--- config.mk ---
export PLATFORM = sky130hd
export DESIGN_NAME = grava_embarcacoes
export DESIGN_NICKNAME = d
export VERILOG_FILES = /design/src/rtl/grava_embarcacoes.sv
export SDC_FILE = /design/constraint.sdc
export NUM_CORES = 1
export LEC_CHECK = 0
export ABC_CLOCK_PERIOD_IN_PS = 1820
export CAP_MARGIN = 20
export CORE_UTILIZATION = 30
export CTS_CLUSTER_SIZE = 30
export DETAILED_ROUTE_END_ITERATION = 10
export DONT_BUFFER_PORTS = 1
export GPL_ROUTABILITY_DRIVEN = 0
export REMOVE_ABC_BUFFERS = 1
export SLEW_MARGIN = 10
export SYNTH_ARGS = -nofsm -noshare
export SYNTH_HDL_FRONTEND = slang
export SYNTH_SLANG_ARGS = --single-unit
export TNS_END_PERCENT = 20
--- constraint.sdc ---
create_clock -name clk -period 1.82 [get_ports clk]
set_input_delay 0.455 -clock clk [delete_from_list [all_inputs] [get_ports clk]]
set_output_delay 0.455 -clock clk [all_outputs]
set_load 0.005 [all_outputs]
--- src/rtl/grava_embarcacoes.sv ---
// Writes one player's fleet (NUM_EMBARCACOES ship records) into memory A or B via a valid/ready handshake.
// Optional macro GRAVA_LIMPEZA_EN clears the selected memory to zero before the records are written.
module grava_embarcacoes #(
    parameter int NUM_EMBARCACOES = 11
) (
    input  logic        clk,
    input  logic        reset,
    input  logic        iniciar,
    input  logic        jogador,
    input  logic        dado_valido,
    input  logic [63:0] posicoesEmbarcacao,
    output logic        dado_pronto,
    output logic [4:0]  endereco,
    output logic [63:0] dados,
    output logic        wrenA,
    output logic        wrenB,
    output logic [3:0]  embarcacao_atual,
    output logic        ocupado,
    output logic        concluido
);

    typedef enum logic [2:0] {
        IDLE   = 3'd0,
        LIMPA  = 3'd1,
        ESPERA = 3'd2,
        GRAVA  = 3'd3,
        FIM    = 3'd4
    } estado_t;

    localparam logic [4:0] ULTIMO = 5'(NUM_EMBARCACOES - 1);

    estado_t     estado_r, estado_s;
    logic        jogador_r, jogador_s;
    logic [4:0]  endereco_r, endereco_s;
    logic [63:0] dados_r, dados_s;

    logic        dado_pronto_r, dado_pronto_s;
    logic        wrena_r, wrena_s;
    logic        wrenb_r, wrenb_s;
    logic [3:0]  embarcacao_r, embarcacao_s;
    logic        ocupado_r, ocupado_s;
    logic        concluido_r, concluido_s;

    // Next-state, address and data-path decisions
    always_comb begin
        estado_s   = estado_r;
        jogador_s  = jogador_r;
        endereco_s = endereco_r;
        dados_s    = dados_r;
        case (estado_r)
            IDLE, FIM: begin
                if (iniciar) begin
                    jogador_s  = jogador;
                    endereco_s = 5'd0;
`ifdef GRAVA_LIMPEZA_EN
                    dados_s    = 64'd0;
                    estado_s   = LIMPA;
`else
                    estado_s   = ESPERA;
`endif
                end else begin
                    estado_s = estado_r;
                end
            end
            LIMPA: begin
`ifdef GRAVA_LIMPEZA_EN
                if (endereco_r == ULTIMO) begin
                    endereco_s = 5'd0;
                    estado_s   = ESPERA;
                end else begin
                    endereco_s = endereco_r + 5'd1;
                end
`else
                estado_s = IDLE;
`endif
            end
            ESPERA: begin
                // dado_pronto is high exactly in ESPERA, so dado_valido alone completes the handshake
                if (dado_valido) begin
                    dados_s  = posicoesEmbarcacao;
                    estado_s = GRAVA;
                end else begin
                    estado_s = ESPERA;
                end
            end
            GRAVA: begin
                if (endereco_r == ULTIMO) begin
                    estado_s = FIM;
                end else begin
                    endereco_s = endereco_r + 5'd1;
                    estado_s   = ESPERA;
                end
            end
            default: begin
                estado_s = IDLE;
            end
        endcase
    end

    // Outputs decoded from the next state so they can be registered alongside it
    always_comb begin
        dado_pronto_s = (estado_s == ESPERA);
        wrena_s       = ((estado_s == GRAVA) || (estado_s == LIMPA)) && jogador_s;
        wrenb_s       = ((estado_s == GRAVA) || (estado_s == LIMPA)) && !jogador_s;
        ocupado_s     = (estado_s == LIMPA) || (estado_s == ESPERA) || (estado_s == GRAVA);
        concluido_s   = (estado_s == FIM);
        if ((estado_s == ESPERA) || (estado_s == GRAVA)) begin
            embarcacao_s = 4'(endereco_s + 5'd1);
        end else begin
            embarcacao_s = 4'd0;
        end
    end

    // State and registered outputs with synchronous reset
    always_ff @(posedge clk) begin
        if (reset) begin
            estado_r      <= IDLE;
            jogador_r     <= 1'b0;
            endereco_r    <= 5'd0;
            dados_r       <= 64'd0;
            dado_pronto_r <= 1'b0;
            wrena_r       <= 1'b0;
            wrenb_r       <= 1'b0;
            embarcacao_r  <= 4'd0;
            ocupado_r     <= 1'b0;
            concluido_r   <= 1'b0;
        end else begin
            estado_r      <= estado_s;
            jogador_r     <= jogador_s;
            endereco_r    <= endereco_s;
            dados_r       <= dados_s;
            dado_pronto_r <= dado_pronto_s;
            wrena_r       <= wrena_s;
            wrenb_r       <= wrenb_s;
            embarcacao_r  <= embarcacao_s;
            ocupado_r     <= ocupado_s;
            concluido_r   <= concluido_s;
        end
    end

    assign dado_pronto      = dado_pronto_r;
    assign endereco         = endereco_r;
    assign dados            = dados_r;
    assign wrenA            = wrena_r;
    assign wrenB            = wrenb_r;
    assign embarcacao_atual = embarcacao_r;
    assign ocupado          = ocupado_r;
    assign concluido        = concluido_r;

endmodule

==> results.md <==
* Status: finished clean
* Final period utilization at between 90% and 100%
* Final setup fails at 0
* # IOs at 147
* Starting DRT DRC Count at just under 90
* Vias in the first global route at around 2,200
* Distinct cells, synth at 34
* Hold depth at 1
* Synth Area in Simple Gates at a little under a quarter
* Top-area cell type share of the netlist area at 56.4%
* DRC at 0
* Crit path DAT at 1.97 ns
* Clock Tree Root: clkbuf_8
* Mapped Avg Cell Area at roughly 8.3 µm²
* Req. time, crit path at slightly above 2 ns
* Clock transition at the registers of the reported paths at roughly 0.09 ns
* Fraction of layout cells with a size suffix above 1 at between 10% and 20%
* IO buf count at 0
* Post-Syn Instances at between 300 and 400
* MaxCap Viol Count at 0
* Compound-Gate Fraction of Synth Area at 14.7%
* Pre-CTS setup slack at ~0.045 ns
* Worst-path fanout max at 5
* Max-slew violation count at 0
* Worst Skew at between 0.01 and 0.015 ns
* Post-CTS Repair Setup Buffers at 0
* Pin count of the biggest net entering global routing at between 70 and 80
* Overall power at ~0.0036 W
* DP Wirelength at roughly 4500 µm
* R2R depth at 8
* Async set-or-reset flop fraction in the synthesized netlist at 0%
* Sequential fraction of the synthesis area at 56.4%
* Maximum clock path buffer count at 2
* Final WL at approximately 6700 µm
* Yosys reg bits at 82
* Row count at 35
* Final WS setup at between 0.08 and 0.09 ns
* Final Util at roughly 36%
* Antenna violations before repair at 0
* TritonCTS Buffers at 9
* Main combinational cell family by area after synthesis: simple AND/OR/NAND/NOR gates
* Max VDD drop at about 0.31 mV
* CTS sink cnt at between 80 and 90
* GRT overflow at 0
* Fin crit period at roughly 1.7 ns
* CTS tree: built
* P_leak at 1.16 nW
* DR vias/cell at just under 5
* Die area at about 0.010 mm²
* PwrDens at ~1100 mW/mm²
* Fin nets at 421
* Final instance area at approximately 0.0033 mm²
* Die Width at around 100 µm
* Routed len/inst at 13.9 µm
* Warnings, synthesis at 0
* Critical path launch point type: flip-flop
* Setup crit end kind: flip-flop
* GRT Resource Usage Total at around an eighth
* Top cell type by total area after synthesis: dfxtp_1
* Worst slew pin tran at 0.359 ns
* Hold WC Path Type: in -> reg
* Hold-fix buffers, CTS at 0
* Antenna cell count at 0
* Post-DRT Antenna Nets at 0
* Clk Latency, worst-skew pair at between 0.3 and 0.4 ns
* Critical path class: reg -> reg
* Fmax at 577 MHz
* Area growth from synthesis to layout at 14.0%
* Placement Cell Area at 0.00306 mm²
* Via count at 2,326
* Die Ht at 100 µm
* Post-synthesis mux area share at approximately 1.1%
* XOR/XNOR Fraction of Synth Area at less than 1%
* Router iterations before antenna repair at 4
* First-pass GRT wire length at ~10,000 µm
* Top post-synthesis cells by area: dfxtp_1, nand2_1, a21oi_1
* Number of synthesized flops with an enable pin at 0
* Post-Syn Area at between 0.002 and 0.003 mm²
* Predominant post-synthesis flop cell: dfxtp_1
* Relative slew margins at about three quarters
* Core area at around 0.0093 mm²
* Final Hold Fails at 0
* Setup TNS at 0 ns
* Post-Synth Adder-Cell Area at between 1 and 1.5%
* # resized after CTS at 0
* Initial core utilization at a little under a third
* # H-tree levels at 3
==> kinds of logic after synthesis <==
group	after synthesis
AND/OR/NAND/NOR	159
flip-flops	82
AO/OA/AOI/OAI	78
buffers and inverters	26
multiplexers	3
adder cells (fa/ha/maj)	3
XOR/XNOR	1
==> per-stage QoR <==
step | hold WS [ns] | std cells
after floorplan | 0.447 | 329
after global placement | 0.455 | 467
after detailed placement | 0.459 | 467
after CTS | 0.145 | 483
after global routing | 0.132 | 483
final | 0.171 | 483
==> final cells by class <==
cell class,count,area (µm²)
fill,987,6010
clock inverter,4,75.1
sequential,82,1640
tap,129,161
inverter,3,11.3
multi-input combinational,244,1200
timing repair buffer,9,80.1
clock buffer,12,145
==> worst max-delay path, cell delays in order (launching register included) <==
cell and delay (ns):
dfxtp_1 0.35, inv_2 0.06, ha_1 0.18, and4bb_2 0.28
mux2i_2 0.23, o21bai_4 0.11, ha_1 0.24, xnor2_2 0.14
nor2_1 0.05
==> power breakdown <==
part / leakage, nW / internal [W] / total [W] / switching, W
Clock: 0.103 / 0.000812 / 0.00146 / 0.000648
Sequential: 0.666 / 0.00186 / 0.00192 / 0.0000538
Combinational: 0.386 / 0.0000697 / 0.000179 / 0.000109
Total: 1.16 / 0.00275 / 0.00356 / 0.000811
==> state kept, by name, summed over array words and instances (netlist names) <==
| register | cells |
|---|---|
| dados | 64 |
| endereco | 5 |
| embarcacao_atual | 4 |
| estado_r | 3 |
| concluido | 1 |
| dado_pronto | 1 |
| jogador_r | 1 |
| ocupado | 1 |
| wrenA | 1 |
| wrenB | 1 |
==> placed cells by master (no fill, tap or decap), types with 3 or more instances in the layout <==
| cell | count |
|---|---|
| a21oi_1 | 66 |
| buf_4 | 8 |
| nor2_1 | 9 |
| nor2b_1 | 3 |
| ha_1 | 3 |
| dfxtp_1 | 82 |
| nand2_1 | 130 |
| clkbuf_8 | 10 |
==> path summary, 6_finish.rpt <==
kind,start,end,slack (ns)
max,endereco[0],embarcacao_atual[2],0.09
min,reset,dados[28],0.17
max reg2reg,endereco[0],embarcacao_atual[2],0.09
min reg2reg,dados[43],dados[43],0.47
==> Yosys cell counts, drive strengths merged, types with 2 or more instances <==
cell type and number:
nor2 9, clkbuf 15, a21oi 67, nor2b 3, inv 3, a31oi 2, nand2 130, nand3b 2
nand3 2, and3b 2, dfxtp 82, mux2i 2, o21bai 2, and2 2, ha 3, nor3 4
buf 8
==> metal layers <==
| layer | vias to the layer above | share of wire (%) | wire (µm) | global-route usage, % |
|---|---|---|---|---|
| met5 | - | 0 | 0 | 0 |
| met4 | 0 | 1.3 | 85 | 5.80 |
| met3 | 8 | 8.9 | 593 | 5.34 |
| met2 | 103 | 49 | 3250 | 21.5 |
| met1 | 1071 | 41 | 2770 | 14.9 |
| li1 | 1144 | - | - | - |
No activity file was read; power rests on OpenSTA's default activity.
